<file path="config.mk">
export PLATFORM = sky130hd
export DESIGN_NAME = grid_memory
export DESIGN_NICKNAME = d
export VERILOG_FILES = /design/src/rtl/grid_mem_pkg.sv /design/src/rtl/grid_clear_ctrl.sv /design/src/rtl/grid_memory.sv
export SDC_FILE = /design/constraint.sdc
export NUM_CORES = 1
export LEC_CHECK = 0
export CORE_MARGIN = 2
export CORE_UTILIZATION = 63
export CTS_CLUSTER_SIZE = 10
export DETAILED_ROUTE_END_ITERATION = 6
export GPL_ROUTABILITY_DRIVEN = 0
export MAX_ROUTING_LAYER = met4
export PLACE_DENSITY = 0.8
export SLEW_MARGIN = 20
export SYNTH_ARGS = -nofsm -noshare
export SYNTH_HDL_FRONTEND = slang
export SYNTH_SLANG_ARGS = --single-unit
</file>
<file path="constraint.sdc">
create_clock -name clk -period 7.3 [get_ports clk]
set_input_delay 0.73 -clock clk [delete_from_list [all_inputs] [get_ports clk]]
set_output_delay 0.73 -clock clk [all_outputs]
set_load 0.02 [all_outputs]
</file>
<file path="src/rtl/grid_mem_pkg.sv">
// Shared types and default dimensions for the grid memory.
// Exports: state_t (IDLE/CLEAR) and GM_* default parameter values.
package grid_mem_pkg;

    typedef enum logic {
        IDLE  = 1'b0,
        CLEAR = 1'b1
    } state_t;

    localparam int GM_DATA_W = 1;
    localparam int GM_WIDTH  = 16;
    localparam int GM_HEIGHT = 16;
    localparam int GM_ADDR_W = 4;
    localparam int GM_ADDR_H = 4;

endpackage

</file>
<file path="src/rtl/grid_clear_ctrl.sv">
// Sweep counter for the bulk clear: walks every cell, y fastest, x outer.
// Ports: clk, rst (async high), i_start (restart from [0][0]),
//        o_x/o_y (cell being cleared), o_busy (sweep active),
//        o_done (last cell is being cleared this cycle).
module grid_clear_ctrl
    import grid_mem_pkg::*;
#(
    parameter int WIDTH  = GM_WIDTH,
    parameter int HEIGHT = GM_HEIGHT,
    parameter int ADDR_W = GM_ADDR_W,
    parameter int ADDR_H = GM_ADDR_H
) (
    input  logic              clk,
    input  logic              rst,
    input  logic              i_start,
    output logic [ADDR_W-1:0] o_x,
    output logic [ADDR_H-1:0] o_y,
    output logic              o_busy,
    output logic              o_done
);

    // Terminal values follow the real dimensions, not the address width.
    localparam logic [ADDR_W-1:0] LP_XMAX = ADDR_W'(WIDTH - 1);
    localparam logic [ADDR_H-1:0] LP_YMAX = ADDR_H'(HEIGHT - 1);

    logic [ADDR_W-1:0] r_x;
    logic [ADDR_H-1:0] r_y;
    logic              r_busy;
    logic              w_y_last;
    logic              w_last;

    assign w_y_last = (r_y == LP_YMAX);
    assign w_last   = w_y_last && (r_x == LP_XMAX);

    // Reset leaves the sweep armed at [0][0]; it runs from the first edge.
    always_ff @(posedge clk or posedge rst) begin
        if (rst) begin
            r_x    <= '0;
            r_y    <= '0;
            r_busy <= 1'b1;
        end else if (i_start) begin
            r_x    <= '0;
            r_y    <= '0;
            r_busy <= 1'b1;
        end else if (r_busy) begin
            if (w_last) begin
                r_x    <= '0;
                r_y    <= '0;
                r_busy <= 1'b0;
            end else if (w_y_last) begin
                r_y <= '0;
                r_x <= r_x + 1'b1;
            end else begin
                r_y <= r_y + 1'b1;
            end
        end
    end

    assign o_x    = r_x;
    assign o_y    = r_y;
    assign o_busy = r_busy;
    assign o_done = r_busy && w_last;

endmodule

</file>
<file path="src/rtl/grid_memory.sv">
// WIDTH x HEIGHT cell array with registered reads and a bulk-clear sweep.
// Ports: clk, rst (async high), wr/rd/clr requests, addr_x/addr_y,
//        data_in; data_out + rd_valid (latency 1), busy, err pulse.
module grid_memory
    import grid_mem_pkg::*;
#(
    parameter int DATA_W = GM_DATA_W,
    parameter int WIDTH  = GM_WIDTH,
    parameter int HEIGHT = GM_HEIGHT,
    parameter int ADDR_W = GM_ADDR_W,
    parameter int ADDR_H = GM_ADDR_H
) (
    input  logic              clk,
    input  logic              rst,
    input  logic              wr,
    input  logic              rd,
    input  logic              clr,
    input  logic [ADDR_W-1:0] addr_x,
    input  logic [ADDR_H-1:0] addr_y,
    input  logic [DATA_W-1:0] data_in,
    output logic [DATA_W-1:0] data_out,
    output logic              rd_valid,
    output logic              busy,
    output logic              err
);

    // One extra bit so WIDTH/HEIGHT of 256 still compare correctly.
    localparam logic [ADDR_W:0] LP_XLIM = (ADDR_W + 1)'(WIDTH);
    localparam logic [ADDR_H:0] LP_YLIM = (ADDR_H + 1)'(HEIGHT);

    state_t            r_state;
    logic [DATA_W-1:0] r_mem [WIDTH][HEIGHT];
    logic [DATA_W-1:0] r_data;
    logic              r_rd_valid;
    logic              r_err;

    logic [ADDR_W-1:0] w_sx;
    logic [ADDR_H-1:0] w_sy;
    logic              w_busy;
    logic              w_done;
    logic              w_idle;
    logic              w_start;
    logic              w_in_range;
    logic              w_accept;
    logic              w_wr_ok;
    logic              w_rd_ok;
    logic              w_bad;

    grid_clear_ctrl #(
        .WIDTH  (WIDTH),
        .HEIGHT (HEIGHT),
        .ADDR_W (ADDR_W),
        .ADDR_H (ADDR_H)
    ) u_clear (
        .clk     (clk),
        .rst     (rst),
        .i_start (w_start),
        .o_x     (w_sx),
        .o_y     (w_sy),
        .o_busy  (w_busy),
        .o_done  (w_done)
    );

    assign w_idle     = (r_state == IDLE);
    assign w_start    = w_idle && clr;
    assign w_in_range = ({1'b0, addr_x} < LP_XLIM)
                     && ({1'b0, addr_y} < LP_YLIM);

    // clr wins over rd/wr in the same cycle; nothing is accepted in CLEAR.
    assign w_accept = w_idle && !clr;
    assign w_wr_ok  = w_accept && wr && w_in_range;
    assign w_rd_ok  = w_accept && rd && w_in_range;
    assign w_bad    = w_accept && (rd || wr) && !w_in_range;

    always_ff @(posedge clk or posedge rst) begin
        if (rst) begin
            r_state <= CLEAR;
        end else begin
            unique case (r_state)
                IDLE: begin
                    if (clr) begin
                        r_state <= CLEAR;
                    end
                end
                CLEAR: begin
                    if (w_done) begin
                        r_state <= IDLE;
                    end
                end
            endcase
        end
    end

    // Array has no reset; only the sweep zeroes it.
    always_ff @(posedge clk) begin
        if (w_busy) begin
            r_mem[w_sx][w_sy] <= '0;
        end else if (w_wr_ok) begin
            r_mem[addr_x][addr_y] <= data_in;
        end
    end

    // Reads sample the array before this edge's write: read-first.
    always_ff @(posedge clk or posedge rst) begin
        if (rst) begin
            r_data     <= '0;
            r_rd_valid <= 1'b0;
            r_err      <= 1'b0;
        end else begin
            r_rd_valid <= w_rd_ok;
            r_err      <= w_bad;
            if (w_rd_ok) begin
                r_data <= r_mem[addr_x][addr_y];
            end
        end
    end

    assign data_out = r_data;
    assign rd_valid = r_rd_valid;
    assign busy     = w_busy;
    assign err      = r_err;

endmodule

</file>
==> flow_metrics.env, run 1 <==
export IMPL_dp_hpwl_mm=16.65
export IMPL_numCtsBuffers=30
export IMPL_clk_path_buf_depth=3
export IMPL_p_leak_uw=0.004450
export IMPL_fin_crit_ns=3.528
export IMPL_tightestPinTransition_ns=1.037
export IMPL_slowest_stage="clkinv_1"
export IMPL_start_util_pct=64.40
export IMPL_post_cts_setup_buffers=0
export IMPL_num_antenna_cells=0
export IMPL_yosys_top_cells_area="edfxtp_1 (64%), nor2_1 (8.5%), mux4_2 (7.3%)"
export IMPL_core_area_sq_um=18770
export IMPL_fin_nets=922
export IMPL_grt_pass1_vias=7872
export IMPL_switching_share_pct=28.10
export IMPL_outcome="finished clean"
export IMPL_whs_ns=0.4742
export IMPL_num_rows=50
export IMPL_slew_headroom_pct=30.68
export IMPL_power_per_cell_area_nw_per_um2=276.7
export IMPL_pin_count=18
export IMPL_clockRootBuffer="clkbuf_16"
export IMPL_syn_area_sq_um=12090
export IMPL_ys_top_cells_by_count="nor2_1 (274), edfxtp_1 (256), mux2i_1 (45), nand2_1 (41), mux4_2 (39)"
export IMPL_cts_resized=0
export IMPL_grt_max_degree=151
export IMPL_yosys_area_top_type="edfxtp_1"
export IMPL_htreeDepth=1
export IMPL_ant_nets=0
export IMPL_gr_total_overflow=0
export IMPL_max_freq_ghz=0.2834
export IMPL_worstHoldPathType="primary input to async pin"
export IMPL_drive_gt1_share_pct=11.33
export IMPL_p_int_uw=2640
export IMPL_die_h_microns=142.5
export IMPL_grt_first_pass_wirelength_mm=44.40
export IMPL_critical_path_arrival_ns=3.77
export IMPL_p_seq_share_pct=47.6
export IMPL_combPwrFrac_pct=15.7
export IMPL_antenna_found_initial=0
export IMPL_crit_path_end_kind="register"
export IMPL_clkLatencyLatePin_ns=0.56
export IMPL_area_growth_pct=9.783
export IMPL_p_clk_share_pct=36.7
export IMPL_synth_seq_area_share_pct=66.11
export IMPL_synth_most_common_cell="nor2_1"
export IMPL_netlist_instances=894
export IMPL_fin_tns_setup_ns=0
export IMPL_cp_start_kind="primary input"
export IMPL_path_cells="clkdlybuf4s50_1, buf_4, clkinv_1, o31ai_1, nand2_1, nor2_1"
export IMPL_yosys_warnings=0
export IMPL_async_reset_ff_share_pct=4.478
export IMPL_cts_tree="yes"
export IMPL_finalSetupViolCount=0
export IMPL_cts_sinks=268
export IMPL_critPathRequiredTime_ns=7.55
export IMPL_synth_net_count=913
export IMPL_ctsHoldBuffers=0
export IMPL_vdd_drop_max_v=0.0001815
export IMPL_drc=0
export IMPL_clkTransAtPathRegs_ns=0.06
export IMPL_dieArea_sq_um=20310
export IMPL_grt_busiest_layer="met2"
export IMPL_crit_type="primary input to register"
export IMPL_use_met3_pct=5.518
export IMPL_grtUsageMet1_pct=39.08
export IMPL_finalHoldViolCount=0
export IMPL_slew_violations=0
export IMPL_synth_edf_count=256
export IMPL_drt_iter0_drc=1276
export IMPL_grt_setup_unrepaired="false"
export IMPL_vias=7835
export IMPL_wl_per_cell_microns=24.96
export IMPL_dieWidth_microns=142.5
export IMPL_synth_top_cell_area_share_pct=63.60
export IMPL_critPathMaxFanout=24
export IMPL_synth_seq_cells=268
export IMPL_yosysUniqueCellTypes=56
export IMPL_grt_use_total_pct=30.36
export IMPL_p_switching_uw=1032
export IMPL_finalCritPeriodShare_pct=48.34
export IMPL_syn_avg_cell_area_sq_um=13.52
export IMPL_finalClockSkew_ns=0.01908
export IMPL_wl_mm=28.98
export IMPL_synth_flop_cell="edfxtp_1"
export IMPL_vias_per_cell=6.748
export IMPL_port_buffers=16
export IMPL_cap_violations=0
export IMPL_grt_use_met2_pct=47.42
export IMPL_critPathMaxStageDelay_ns=0.66
export IMPL_drt_first_pass_iters=6
==> stage by stage <==
step,util [%],power (uW),setup WS (ns),area [sq um],std cells
floorplan,-,2120,1.707,12090,894
global placement,66.05,2306,3.405,12400,1105
detailed placement,66.05,2333,3.323,12400,1105
CTS,70.68,3662,3.866,13270,1161
global route,70.70,3773,3.676,13270,1161
finish,70.70,3672,3.772,13270,1161
==> layout make-up <==
type / instances / area (sq um)
timing repair buffer: 41 / 344.1
multi-input combinational: 555 / 3746
clock buffer: 56 / 869.6
inverter: 7 / 26.28
fill: 1182 / 5499
tap: 234 / 292.8
sequential: 268 / 7990
==> path summary, 6_finish.rpt <==
| path | slack (ns) | endpoint | start | cells after the start |
|---|---|---|---|---|
| setup reg to reg | 4.38 | r_mem[10][2] | u_clear.o_busy | 5 |
| hold / removal | 0.47 | u_clear.o_x[3] | rst | 2 |
| setup / recovery | 3.77 | r_mem[13][8] | addr_x[2] | 6 |
| min in group clk | 0.56 | r_state | r_state | 1 |
| hold reg to reg | 0.56 | r_state | r_state | 1 |
| max in group asynchronous | 6.49 | u_clear.o_busy | rst | 2 |
==> per-layer routing <==
metal  wire, microns  vias to the layer above
met5               0                        -
met4            1304                        0
met3            3296                      109
met2           14100                      551
met1           10280                     3848
li1                -                     3327
==> critical path: cells and delay by family <==
| kind | cells | cell delay (ns) |
|---|---|---|
| simple gates | 2 | 0.95 |
| compound gates | 1 | 0.62 |
| buf+inv | 3 | 1.43 |
==> cells by family after synthesis <==
kind of cell / synth area share (%)
simple gates: 12.26
flops: 66.11
mux: 12.61
compound gates: 5.414
buf+inv: 2.919
fa+ha+maj: 0.5176
xor+xnor: 0.1450
other cells: 0.03103
==> power groups by stage <==
stage	registers [uW]	clock network (uW)	logic [uW]
floorplan	1760	0	358
global placement	1770	0	537
detailed placement	1770	0	559
CTS	1740	1350	565
global route	1750	1410	611
finish	1750	1350	576
==> registers in the layout (all words and copies together), names as in the netlist <==
name and count:
r_mem 256, data_out 1, r_state 1, u_clear.o_x 4
rd_valid 1, u_clear.o_y 4, u_clear.o_busy 1
==> cell usage in the layout, fill, tap and decap left out, types with 2 or more instances in the layout <==
| cell type | count |
|---|---|
| o31ai_1 | 3 |
| dfstp_2 | 2 |
| a22oi_1 | 20 |
| a22o_1 | 2 |
| o2111ai_1 | 3 |
| xor2_1 | 2 |
| and3_1 | 3 |
| mux2i_1 | 45 |
| nor2_1 | 274 |
| a31oi_1 | 4 |
| mux4_2 | 39 |
| clkdlybuf4s50_1 | 14 |
| o21ai_0 | 15 |
| nand2b_1 | 8 |
| dfrtp_1 | 10 |
| nand3_1 | 11 |
| a21oi_1 | 15 |
| clkbuf_1 | 25 |
| ha_1 | 5 |
| buf_4 | 25 |
| inv_1 | 5 |
| nor3_1 | 5 |
| nand2_1 | 41 |
| clkbuf_16 | 31 |
| mux4_1 | 7 |
| edfxtp_1 | 256 |
| nand3b_1 | 3 |
| or3_1 | 2 |
| o311a_1 | 2 |
| nor2b_1 | 6 |
| nand4_1 | 4 |
| a221oi_1 | 10 |
| and2_1 | 5 |
| a221o_1 | 2 |
(Power assumes the default switching activity.)
==> run 2, diff against run 1 <==
--- a/config.mk
+++ b/config.mk
@@ -6,12 +6,12 @@
 export NUM_CORES = 1
 export LEC_CHECK = 0
 export CORE_MARGIN = 2
-export CORE_UTILIZATION = 63
+export CORE_UTILIZATION = 56
 export CTS_CLUSTER_SIZE = 10
 export DETAILED_ROUTE_END_ITERATION = 6
 export GPL_ROUTABILITY_DRIVEN = 0
 export MAX_ROUTING_LAYER = met4
-export PLACE_DENSITY = 0.8
+export PLACE_DENSITY = 0.75
 export SLEW_MARGIN = 20
 export SYNTH_ARGS = -nofsm -noshare
 export SYNTH_HDL_FRONTEND = slang
==> constraint.sdc (replaced) <==
create_clock -name clk -period 3.14 [get_ports clk]
set_input_delay 0.314 -clock clk [delete_from_list [all_inputs] [get_ports clk]]
set_output_delay 0.314 -clock clk [all_outputs]
set_load 0.02 [all_outputs]
==> flow_metrics.env, run 2 (synthesis gave the netlist of run 1 again) <==
export IMPL_dp_cells=1180
export IMPL_r2r_worst_path_cells=6
export IMPL_final_common_cell="nor2_1"
export IMPL_port_buffers=16
export IMPL_antenna_found_initial=0
export IMPL_post_cts_setup_buffers=0
export IMPL_finalCritPeriodShare_pct=75.57
export IMPL_htreeDepth=1
export IMPL_finalSetupViolCount=0
export IMPL_num_rows=53
export IMPL_wl_mm=30.34
export IMPL_worstSetupEndpoint="r_mem[7][9]"
export IMPL_largest_reg_flops=256
export IMPL_slew_violations=0
export IMPL_dp_slack_ns=0.4129
export IMPL_fin_nets=956
export IMPL_critical_path_n_buffers_inverters=2
export IMPL_grt_setup_unrepaired="false"
export IMPL_crit_type="register to register"
export IMPL_numCtsBuffers=30
export IMPL_wl_per_cell_microns=24.55
export IMPL_cp_top_family="flip-flops"
export IMPL_fin_crit_ns=2.373
export IMPL_cts_resized=0
export IMPL_gr_total_overflow=0
export IMPL_reg2reg_to="r_mem[7][9]"
export IMPL_grt_use_total_pct=27.95
export IMPL_core_area_sq_um=21090
export IMPL_die_h_microns=150.9
export IMPL_num_antenna_cells=0
export IMPL_vias_per_cell=6.422
export IMPL_p_leak_uw=0.004634
export IMPL_critPathMaxFanout=17
export IMPL_outcome="finished clean"
export IMPL_fin_tns_setup_ns=0
export IMPL_cp_start_kind="register"
export IMPL_cp_depth=6
export IMPL_clkTransAtPathRegs_ns=0.06
export IMPL_stdcell_count=1236
export IMPL_crit_path_frequent_cell="buf_4"
export IMPL_path_cells="nor4b_2, buf_4, o21ai_0, nand2_1, buf_4, nor2_1"
export IMPL_max_freq_ghz=0.4214
export IMPL_ctsHoldBuffers=0
export IMPL_ant_nets=0
export IMPL_finalClockSkew_ns=0.01776
export IMPL_drc=0
export IMPL_final_cell_mix="nor2_1 (274), edfxtp_1 (256), buf_4 (52), mux2i_1 (45), nand2_1 (41)"
export IMPL_tightestPinTransition_ns=0.6124
export IMPL_clk_path_buf_depth=3
export IMPL_cap_violations=0
export IMPL_critPathMaxStageDelay_ns=0.64
export IMPL_drt_first_pass_iters=5
export IMPL_reg2reg_from="u_clear.o_busy"
export IMPL_cts_sinks=268
export IMPL_grt_max_degree=98
export IMPL_cp_startpoint="u_clear.o_busy"
export IMPL_regMostFlops="r_mem"
export IMPL_drt_iter0_drc=852
export IMPL_critical_path_arrival_ns=2.63
export IMPL_clockRootBuffer="clkbuf_16"
export IMPL_vias=7937
export IMPL_cts_tree="yes"
export IMPL_slew_headroom_pct=59.09
export IMPL_area_growth_pct=13.04
export IMPL_fin_util_pct=64.79
export IMPL_slowest_stage="dfstp_2"
export IMPL_drive_gt1_share_pct=14.46
export IMPL_worstHoldPathType="primary input to async pin"
export IMPL_post_dp_cell_area_sq_um=12800
export IMPL_finalHoldViolCount=0
export IMPL_grt_pass1_vias=7804
export IMPL_crit_path_end_kind="register"
export IMPL_power_per_cell_area_nw_per_um2=633.5
export IMPL_stdcell_area_sq_um=13660
export IMPL_timing_final_ws_setup_ns=0.7672
export IMPL_grt_first_pass_wirelength_mm=45.28
export IMPL_critPathRequiredTime_ns=3.40
export IMPL_dieWidth_microns=150.9
export IMPL_vdd_drop_max_v=0.0003998
export IMPL_start_util_pct=57.32
export IMPL_clkLatencyLatePin_ns=0.56
export IMPL_pin_count=18
export IMPL_ff2ff_setup_slack_ns=0.77
export IMPL_dieArea_sq_um=22770
export IMPL_dp_hpwl_mm=18.37
run 2: cell count changes in the layout (fill, tap and decap cells not counted), sizes merged:
cell    delta
buf       +34
clkbuf     -1
clkinv     +1
run 2: area by class of cell:
type,count,area (sq um)
clock buffer,55,844.6
clock inverter,1,16.27
fill,1510,7425
inverter,7,26.28
multi-input combinational,555,3746
sequential,268,7990
tap,275,344.1
timing repair buffer,75,695.7
run 2: worst min-delay path by stage:
stage	end	slack (ns)	cells past startpoint
2_1_floorplan	data_out	0.18	1
3_3_place_gp	r_state	0.53	1
3_5_place_dp	r_state	0.56	1
4_1_cts	u_clear.o_y[3]	0.1	2
5_1_grt	data_out	0.14	2
6_report	data_out	0.08	2
run 2: power breakdown:
| group | internal [uW] | total, uW | leakage, uW | switching (uW) |
|---|---|---|---|---|
| logic | 448 | 1490 | 0.00152 | 1040 |
| registers | 3960 | 4060 | 0.00271 | 103 |
| clock network | 1790 | 3110 | 0.000406 | 1320 |
| total | 6190 | 8660 | 0.00463 | 2460 |
run 2: routing by layer:
metal  GRT usage (%)  vias up  part of all wire (%)
met4           13.36        0                   4.9
met5               -        -                     0
met1           35.35     3988                    37
met3           6.084      109                    10
li1                -     3395                     -
met2           43.50      445                    47
run 2: stage by stage:
step | hold WS [ns] | total power [uW]
after global routing | 0.1415 | 8911
after detailed placement | 0.5616 | 5568
after CTS | 0.09682 | 8637
final | 0.08024 | 8656
after floorplan | 0.1773 | 4928
after global placement | 0.5284 | 5548
==> run 3, diff against run 2 <==
--- a/config.mk
+++ b/config.mk
@@ -6,12 +6,12 @@
 export NUM_CORES = 1
 export LEC_CHECK = 0
 export CORE_MARGIN = 2
-export CORE_UTILIZATION = 56
+export CORE_UTILIZATION = 63
 export CTS_CLUSTER_SIZE = 10
 export DETAILED_ROUTE_END_ITERATION = 6
 export GPL_ROUTABILITY_DRIVEN = 0
 export MAX_ROUTING_LAYER = met4
-export PLACE_DENSITY = 0.75
+export PLACE_DENSITY = 0.8
 export SLEW_MARGIN = 20
 export SYNTH_ARGS = -nofsm -noshare
 export SYNTH_HDL_FRONTEND = slang
==> constraint.sdc (replaced) <==
create_clock -name clk -period 2.3 [get_ports clk]
set_input_delay 0.23 -clock clk [delete_from_list [all_inputs] [get_ports clk]]
set_output_delay 0.23 -clock clk [all_outputs]
set_load 0.02 [all_outputs]
==> flow_metrics.env, run 3 (synthesis gave the netlist of run 1 again) <==
export IMPL_ant_nets=0
export IMPL_p_switching_uw=3316
export IMPL_die_h_microns=142.5
export IMPL_violations="negative hold slack"
export IMPL_start_util_pct=64.40
export IMPL_core_area_sq_um=18770
export IMPL_htreeDepth=1
export IMPL_finalCritPeriodShare_pct=96.57
export IMPL_drt_iter0_drc=1374
export IMPL_critPathMaxFanout=1
export IMPL_post_dp_cell_area_sq_um=13260
export IMPL_cp_start_kind="register"
export IMPL_area_growth_pct=16.75
export IMPL_critical_path_arrival_ns=2.64
export IMPL_stdcell_area_sq_um=14110
export IMPL_vias_per_cell=6.798
export IMPL_slowest_stage="mux4_1"
export IMPL_cp_startpoint="r_mem[11][9]"
export IMPL_wl_per_cell_microns=26.26
export IMPL_drt_first_pass_iters=6
export IMPL_reg2reg_from="r_mem[11][9]"
export IMPL_worstHoldPathType="primary input to async pin"
export IMPL_slew_violations=0
export IMPL_p_clk_share_pct=34.9
export IMPL_fin_tns_setup_ns=0
export IMPL_largest_reg_flops=256
export IMPL_critPathRequiredTime_ns=2.72
export IMPL_tightestPinTransition_ns=0.6690
export IMPL_whs_ns=-0.001893
export IMPL_crit_path_end_kind="register"
export IMPL_p_leak_uw=0.004929
export IMPL_crit_type="register to register"
export IMPL_grt_pass1_vias=8411
export IMPL_dp_hpwl_mm=20.05
export IMPL_grt_setup_unrepaired="false"
export IMPL_numCtsBuffers=30
export IMPL_regMostFlops="r_mem"
export IMPL_dieArea_sq_um=20310
export IMPL_power_per_cell_area_nw_per_um2=846.5
export IMPL_wl_mm=32.22
export IMPL_clkLatencyLatePin_ns=0.55
export IMPL_cp_top_family="multiplexers"
export IMPL_final_common_cell="nor2_1"
export IMPL_cts_tree="yes"
export IMPL_outcome="finished with violations"
export IMPL_finalSetupViolCount=0
export IMPL_drc=0
export IMPL_fin_nets=999
export IMPL_clockRootBuffer="clkbuf_16"
export IMPL_vias=8341
export IMPL_slew_headroom_pct=55.23
export IMPL_path_cells="mux4_1, mux4_2, nand2_1, o211ai_1, o21ai_0, a31oi_1"
export IMPL_critical_path_n_buffers_inverters=0
export IMPL_pin_count=18
export IMPL_critPathMaxStageDelay_ns=0.57
export IMPL_num_rows=50
export IMPL_finalHoldViolCount=4
export IMPL_vdd_drop_max_v=0.0005765
export IMPL_grt_max_degree=89
export IMPL_switching_share_pct=27.76
export IMPL_drive_gt1_share_pct=18.33
export IMPL_antenna_found_initial=0
export IMPL_ff2ff_setup_slack_ns=0.08
export IMPL_ctsHoldBuffers=0
export IMPL_max_freq_ghz=0.4502
export IMPL_grt_first_pass_wirelength_mm=48.67
export IMPL_final_cell_mix="nor2_1 (274), edfxtp_1 (256), buf_4 (79), mux2i_1 (45), nand2_1 (41)"
export IMPL_fin_crit_ns=2.221
export IMPL_port_buffers=16
export IMPL_cts_sinks=268
export IMPL_clk_path_buf_depth=3
export IMPL_p_seq_share_pct=46.4
export IMPL_dieWidth_microns=142.5
export IMPL_clkTransAtPathRegs_ns=0.06
export IMPL_grt_use_total_pct=33.55
export IMPL_p_int_uw=8629
export IMPL_finalClockSkew_ns=0.01634
export IMPL_combPwrFrac_pct=18.7
export IMPL_num_antenna_cells=0
export IMPL_gr_total_overflow=0
export IMPL_cap_violations=0
## run 3: cell count changes in the layout (fill, tap and decap cells not counted), sizes merged
cell	previous run	this run
clkinv	2	1
clkbuf	55	45
buf	61	104
## run 3: area by class of cell
class	instances	area [sq um]
Timing Repair Buffer	118	1219
Sequential cell	268	7990
Inverter	7	26.28
Clock buffer	45	828.3
Multi-Input combinational cell	555	3755
Fill cell	1077	4657
Tap cell	234	292.8
## run 3: timing repair
item | CTS | global route
endpoints found under the hold margin | 0 | 0
buffers inserted | 0 | 3
endpoints found under the setup margin | 0 | 51
gates resized for setup | 0 | 1
## run 3: worst paths after layout
check                                  to  cells past startpoint
min in group clk                 rd_valid                      3
max                              data_out                      6
min reg2reg                      data_out                      2
min                        u_clear.o_x[3]                      2
max in group asynchronous         r_state                      2
max reg2reg                      data_out                      6
## run 3: worst register-to-register path: stages (launching register included)
cell      delay (ns)
edfxtp_1        0.38
mux4_1          0.57
mux4_2          0.52
nand2_1         0.11
o211ai_1        0.09
o21ai_0         0.29
a31oi_1         0.12
## run 3: power by group through the flow
| stage | logic (uW) | registers (uW) | clock network [uW] |
|---|---|---|---|
| 6_report | 2240 | 5540 | 4170 |
| 3_3_place_gp | 2060 | 5620 | 0 |
| 5_1_grt | 2350 | 5550 | 4350 |
| 2_1_floorplan | 1140 | 5590 | 0 |
| 3_5_place_dp | 2130 | 5630 | 0 |
| 4_1_cts | 2160 | 5540 | 4180 |
## run 3: metal layers
| metal | up-vias | part of all wire, % | global-route usage [%] |
|---|---|---|---|
| li1 | 3472 | - | - |
| met1 | 4042 | 35 | 41.96 |
| met2 | 668 | 48 | 52.23 |
| met3 | 159 | 12 | 6.595 |
| met4 | 0 | 5.9 | 18.45 |
| met5 | - | 0 | - |
## run 3: stage by stage
step | util [%] | total power [uW] | instances | setup WS, ns
final | 75.19 | 11950 | 1227 | 0.07895
after CTS | 75.07 | 11870 | 1224 | 0.03202
after floorplan | - | 6735 | 894 | -0.2861
after global routing | 75.19 | 12250 | 1227 | 0.04126
after detailed placement | 70.65 | 7766 | 1179 | -0.1887
after global placement | 70.65 | 7682 | 1179 | -0.1873
